**src/rtl/sff_serial_tx.sv**
```systemverilog
// sff_serial_tx: framed, LSB-first bit-serial transmitter with a valid/ready
// word input. Frame = start (0), WIDTH data bits, optional even parity, stop (1).
// The line register txd is preset to the idle/mark level on reset; state and
// counters clear to zero.
module sff_serial_tx #(
   parameter int WIDTH        = 8,
   parameter int CLKS_PER_BIT = 4,
   parameter int PARITY       = 0
) (
   input  logic             clk,
   input  logic             rst,
   input  logic [WIDTH-1:0] in_data,
   input  logic             in_valid,
   output logic             in_ready,
   output logic             txd,
   output logic             busy,
   output logic             done
);

   localparam int CW = (CLKS_PER_BIT > 1) ? $clog2(CLKS_PER_BIT) : 1;
   localparam int IW = (WIDTH > 1) ? $clog2(WIDTH) : 1;
   localparam logic [CW-1:0] CNT_LAST = CW'(CLKS_PER_BIT - 1);
   localparam logic [IW-1:0] IDX_LAST = IW'(WIDTH - 1);

   typedef enum logic [2:0] {
      S_IDLE,
      S_START,
      S_DATA,
      S_PARITY,
      S_STOP
   } state_t;

   state_t           state, state_nxt;
   logic [CW-1:0]    cnt, cnt_nxt;
   logic [IW-1:0]    idx, idx_nxt;
   logic [WIDTH-1:0] shreg, shreg_nxt;
   logic [WIDTH-1:0] shreg_sh;
   logic             par_bit, par_nxt;
   logic             txd_q, txd_nxt;
   logic             bit_end;

   assign bit_end  = (cnt == CNT_LAST);
   assign shreg_sh = shreg >> 1;

   // Outputs decoded from the current state; reset forces IDLE so these clear at once.
   assign in_ready = (state == S_IDLE) && !rst;
   assign busy     = (state != S_IDLE);
   assign done     = (state == S_STOP) && bit_end;
   assign txd      = txd_q;

   // Register all frame state; txd presets to mark (1), everything else clears.
   // NOTE: sequential state uses non-blocking assignments so every flop samples
   // the pre-edge values regardless of statement order.
   always_ff @(posedge clk or posedge rst) begin
      if (rst) begin
         state   <= S_IDLE;
         cnt     <= '0;
         idx     <= '0;
         shreg   <= '0;
         par_bit <= 1'b0;
         txd_q   <= 1'b1;
      end else begin
         state   <= state_nxt;
         cnt     <= cnt_nxt;
         idx     <= idx_nxt;
         shreg   <= shreg_nxt;
         par_bit <= par_nxt;
         txd_q   <= txd_nxt;
      end
   end

   // Next-state logic; txd_nxt is the line level for the state being entered,
   // so the registered txd lines up exactly with the registered state.
   always_comb begin
      // NOTE: every target gets a default first so no path can infer a latch.
      state_nxt = state;
      cnt_nxt   = cnt;
      idx_nxt   = idx;
      shreg_nxt = shreg;
      par_nxt   = par_bit;
      txd_nxt   = txd_q;

      case (state)
         S_IDLE: begin
            cnt_nxt = '0;
            idx_nxt = '0;
            txd_nxt = 1'b1;
            if (in_valid && in_ready) begin
               state_nxt = S_START;
               shreg_nxt = in_data;
               par_nxt   = ^in_data;
               txd_nxt   = 1'b0;
            end
         end
         S_START: begin
            if (bit_end) begin
               cnt_nxt   = '0;
               idx_nxt   = '0;
               state_nxt = S_DATA;
               txd_nxt   = shreg[0];
            end else begin
               cnt_nxt = cnt + 1'b1;
            end
         end
         S_DATA: begin
            if (bit_end) begin
               cnt_nxt = '0;
               if (idx == IDX_LAST) begin
                  if (PARITY != 0) begin
                     state_nxt = S_PARITY;
                     txd_nxt   = par_bit;
                  end else begin
                     state_nxt = S_STOP;
                     txd_nxt   = 1'b1;
                  end
               end else begin
                  idx_nxt   = idx + 1'b1;
                  shreg_nxt = shreg_sh;
                  txd_nxt   = shreg_sh[0];
               end
            end else begin
               cnt_nxt = cnt + 1'b1;
            end
         end
         S_PARITY: begin
            if (bit_end) begin
               cnt_nxt   = '0;
               state_nxt = S_STOP;
               txd_nxt   = 1'b1;
            end else begin
               cnt_nxt = cnt + 1'b1;
            end
         end
         S_STOP: begin
            txd_nxt = 1'b1;
            if (bit_end) begin
               cnt_nxt   = '0;
               state_nxt = S_IDLE;
            end else begin
               cnt_nxt = cnt + 1'b1;
            end
         end
         default: begin
            state_nxt = S_IDLE;
            cnt_nxt   = '0;
            txd_nxt   = 1'b1;
         end
      endcase
   end

endmodule
```
**config.mk**
```make
export PLATFORM = sky130hd
export DESIGN_NAME = sff_serial_tx
export DESIGN_NICKNAME = d
export VERILOG_FILES = /design/src/rtl/sff_serial_tx.sv
export SDC_FILE = /design/constraint.sdc
export NUM_CORES = 1
export LEC_CHECK = 0
export BUFFER_PORTS_ARGS = -buffer_cell sky130_fd_sc_hd__buf_2
export CAP_MARGIN = 0
export CORE_MARGIN = 4
export CORE_UTILIZATION = 58
export CTS_BUF_LIST = sky130_fd_sc_hd__clkbuf_16
export CTS_CLUSTER_DIAMETER = 100
export DETAILED_ROUTE_END_ITERATION = 8
export GPL_ROUTABILITY_DRIVEN = 0
export PLACE_DENSITY = 0.77
export SYNTH_ARGS = -nofsm -noshare
export SYNTH_HDL_FRONTEND = slang
export SYNTH_SLANG_ARGS = --single-unit
export TNS_END_PERCENT = 30
```
**constraint.sdc**
```tcl
create_clock -name clk -period 2.8 [get_ports clk]
set_input_delay 0.28 -clock clk [delete_from_list [all_inputs] [get_ports clk]]
set_output_delay 0.28 -clock clk [all_outputs]
set_load 0.02 [all_outputs]
```
Word-level counts from Yosys, hierarchy flattened
Index checks and enable logic that the tools add are counted. W data, S select, Z words.

Flip-flop bits (word level): 17. Bits of input ports: 11. Logic and storage cells: 55. Output and inout bits: 4.

Equality and inequality tests: 13. Muxes and demuxes: 22. Reductions and logical operators: 13. Add/subtract/negate cells: 2.

Operators by type and width (number): $mux W3 (8); $mux W8 (3); $pmux W8 S2 (1); $pmux W3 S5 (1); $ne A2 B2 Y1 const B (6); $pmux W3 S3 (1); $reduce_and A4 Y1 (2); $eq A3 B2 Y1 const B (2); $eq A3 B3 Y1 const B (2); $reduce_and A6 Y1 (1); $reduce_bool A3 Y1 (2); $mux W1 (5); $mux W2 (2); $pmux W1 S4 (1); $reduce_or A4 Y1 (1); $add A3 B1 Y3 const B (1); $eq A3 B1 Y1 const B (1); $logic_and A1 B1 Y1 (3); $logic_not A3 Y1 (1); $reduce_and A3 Y1 (1); $add A2 B1 Y2 const B (1); $eq A2 B2 Y1 const B (1); $ne A2 B1 Y1 const B (1); $reduce_bool A2 Y1 (1); $logic_not A1 Y1 (1).

Longest topological paths before layout
Word-level depth: 5. Gate-level depth with buffers: 6. Mapped depth without buffers: 6.

Worst setup path after synthesis
Ideal clock, no wire load.

Path kind: register -> register. Start point: register idx[0]. End point: register shreg[7]. Cell stages (with the launch flop): 7. Library setup time: 0.083 ns. Arrival time: 1.478 ns. Period minus slack after synthesis: 1.560 ns. Required time: 2.717 ns. Path slack: 1.240 ns. Buffers on the path: 0. Path through: dfrtp_1 ha_1 ha_1 or2b_1 a211oi_4 nand3b_1 o21ai_0.

Cells in the longest elaborated chain, start to end: 3.

Ends and longest elaborated chain: start: declaration (line 35) `logic [IW-1:0] idx, idx_nxt;`; start signal: assignment (line 65) `idx <= idx_nxt;`; $eq A3 B3 Y1 (line 108) `if (idx == IDX_LAST) begin`; $ne A2 B2 Y1 (no line); $reduce_and A4 Y1 (no line); end signal: assignment (line 66) `shreg <= shreg_nxt;`; end: declaration (line 36) `logic [WIDTH-1:0] shreg, shreg_nxt;`.

No other way between the ends. A chain may end at the register's enable or synchronous reset.

Worst setup path after layout
Start point: register state[0]. End point: output port in_ready.

Cells in the longest elaborated chain, start to end: 2.

Ends and longest elaborated chain: start: declaration (line 33) `state_t state, state_nxt;`; start signal: assignment (line 63) `state <= state_nxt;`; $logic_not A3 Y1 (line 46) `assign in_ready = (state == S_IDLE) && !rst;`; $logic_and A1 B1 Y1 (line 46); end: declaration (line 14) `output logic in_ready,`.

No other way between the ends.

==> flow_metrics.tcl <==
set metrics [dict create \
    outcome "complete, no violations" \
    synth_commonest_cells "dfrtp_1, o21ai_0, nand3b_1" \
    p_per_area_nw_per_um2 1040 \
    cts_setup_buffers 0 \
    drtAntennaViolNets 0 \
    wirelength_um 1820 \
    swShare 0.356 \
    p_clk_frac 0.241 \
    synth_top_area_cell "dfrtp_1" \
    vdd_drop_max_v 0.000572 \
    routed_via_density 5.87 \
    rsz0062_at_grt "false" \
    cts_sinks 17 \
    synth_edf_count 0 \
    drive_gt1_frac 0.208 \
    setup_viol 0 \
    nFillCells 124 \
    layout_worst_path_cycle_share 0.663 \
    place_area_um2 1010 \
    hpwl_um 1240 \
    clk_pin_slew_ns 0.05 \
    fin_area_um2 1090 \
    crit_path_start_kind "register" \
    core_area_um2 1540 \
    synth_area_leaders "dfrtp_1, nand3b_1, a2bb2oi_1, o21ai_0, ha_1" \
    root_buffer "clkbuf_16" \
    grt_max_degree 18 \
    grt_usage 0.174 \
    synth_top_area_share 0.418 \
    drv_slew 0 \
    tightest_slew_ns 0.635 \
    async_flop_share 1.00 \
    slew_headroom 0.576 \
    crit_type "register to output port" \
    power_frac_seq 0.379 \
    switchingPower_uw 404 \
    cp.required_ns 2.52 \
    tns_ns 0 \
    syn_inst 94 \
    wl_per_cell_um 14.9 \
    crit_arrival_ns 1.58 \
    hold_slack_ns 0.169 \
    clk_path_buf_depth 2 \
    synthFlopType "dfrtp_1" \
    cts_made_buffers 3 \
    cts_tree "built" \
    finalHoldViolCount 0 \
    power.internal_uw 730 \
    clock.fmax_mhz 538 \
    ys_ff_latch 17 \
    netlist_area_um2 957 \
    io_buffers 14 \
    die_h_um 48.6 \
    p_leak_uw 0.000484 \
    nets 121 \
    fin_util 0.709 \
    initial_core_util 0.621 \
    yosys.cell_types.count 28 \
    hold_buffers 0 \
    seq_area_frac_synth 0.446 \
    dieArea_um2 2360 \
    drc 0 \
    power_frac_comb 0.380 \
    grt_first_pass_wirelength_um 3310 \
    skew_ns 0.00172 \
    regArea_um2 427 \
    antenna_found_initial 0 \
    drv_cap 0 \
    synth.most_common_cell "dfrtp_1" \
    holdCritPathClass "primary input to asynchronous set/reset pin" \
    cts_max_level 1 \
    io_pins 15 \
    synth_area_per_cell_um2 10.2 \
    end_kind "output port" \
    multiInputGateArea_um2 474 \
    syn_nets 108 \
    cts-resized-gates 0 \
    drt_first_pass_iters 4 \
    area_growth_pct 14.1 \
    period_needed_ns 1.86 \
    grt_pass1_vias 740 \
    overflow 0 \
    rows 14 \
    die_w_um 48.6 \
    yosysWarnings 0 \
    dr_total_vias 716 \
    num_antenna_cells 0 \
    drt_iter0_drc 7 \
    crit_path_max_fanout 11 \
    clock_latency_ns 0.24 \
]
## cell usage in the layout, fill, tap and decap left out, types with 2 or more instances in the layout
master	n
dfrtp_1	16
buf_2	14
o21ai_0	12
nand3b_1	9
inv_1	7
nand2_1	7
a2bb2oi_1	7
nor2_1	3
a21oi_1	3
nand2b_1	3
ha_1	3
clkbuf_16	3
or3_1	2
or2b_1	2
mux2i_1	2
and3_1	2
## worst max-delay path, cell delays in order (launching register included)
cell and delay, ns:
dfrtp_1 0.53, or3_1 0.52, nor2_1 0.12, buf_2 0.17
## final timing paths
kind / start / end / slack, ns / depth (start not counted)
min reg2reg: cnt[0] / cnt[0] / 0.45 / 1
max in group asynchronous: rst / shreg[1] / 2.22 / 2
min: rst / state[1] / 0.17 / 2
min in group clk: in_data[7] / shreg[7] / 0.29 / 3
max: state[0] / in_ready / 0.94 / 3
max reg2reg: state[0] / shreg[4] / 1.04 / 3
## cells by family after synthesis
| group | after synthesis | synth area share |
|---|---|---|
| adder cells (fa/ha/maj) | 3 | 0.0392 |
| AND/OR/NAND/NOR | 33 | 0.220 |
| AO/OA/AOI/OAI | 27 | 0.216 |
| buffers and inverters | 12 | 0.0588 |
| multiplexers | 2 | 0.0209 |
| flip-flops | 17 | 0.446 |
## metal layers
metal / global-route usage / vias up / part of all wire
met1: 0.253 / 338 / 0.51
met2: 0.243 / 17 / 0.43
li1: - / 357 / -
met4: 0.0897 / 0 / 0.018
met5: 0 / - / 0
met3: 0.0337 / 4 / 0.039
## sequential cells by signal, indices dropped and copies added (netlist names)
name,cells
shreg,8
cnt,2
idx,3
state,3
txd,1
## cell type report
class / count / share of cell area
multi-input combinational: 65 / 0.434
timing repair buffer: 14 / 0.0641
clock buffer: 3 / 0.0687
sequential: 17 / 0.391
inverter: 6 / 0.0206
tap: 16 / 0.0183
clock inverter: 1 / 0.00344
## power groups by stage
stage	Sequential (uW)	Clock [uW]	Combinational, uW
after global placement	425	0	421
final	430	273	432
after CTS	426	283	437
after floorplan	384	0	401
after detailed placement	427	0	432
after global routing	444	297	483
## per-stage QoR
step           power (uW)  worst slack [ns]  cells
2_1_floorplan         785              1.24     94
3_3_place_gp          846              1.08    118
3_5_place_dp          859              1.06    118
4_1_cts              1150             0.930    122
5_1_grt              1220             0.817    122
6_report             1130             0.942    122
(Power assumes the default switching activity.)
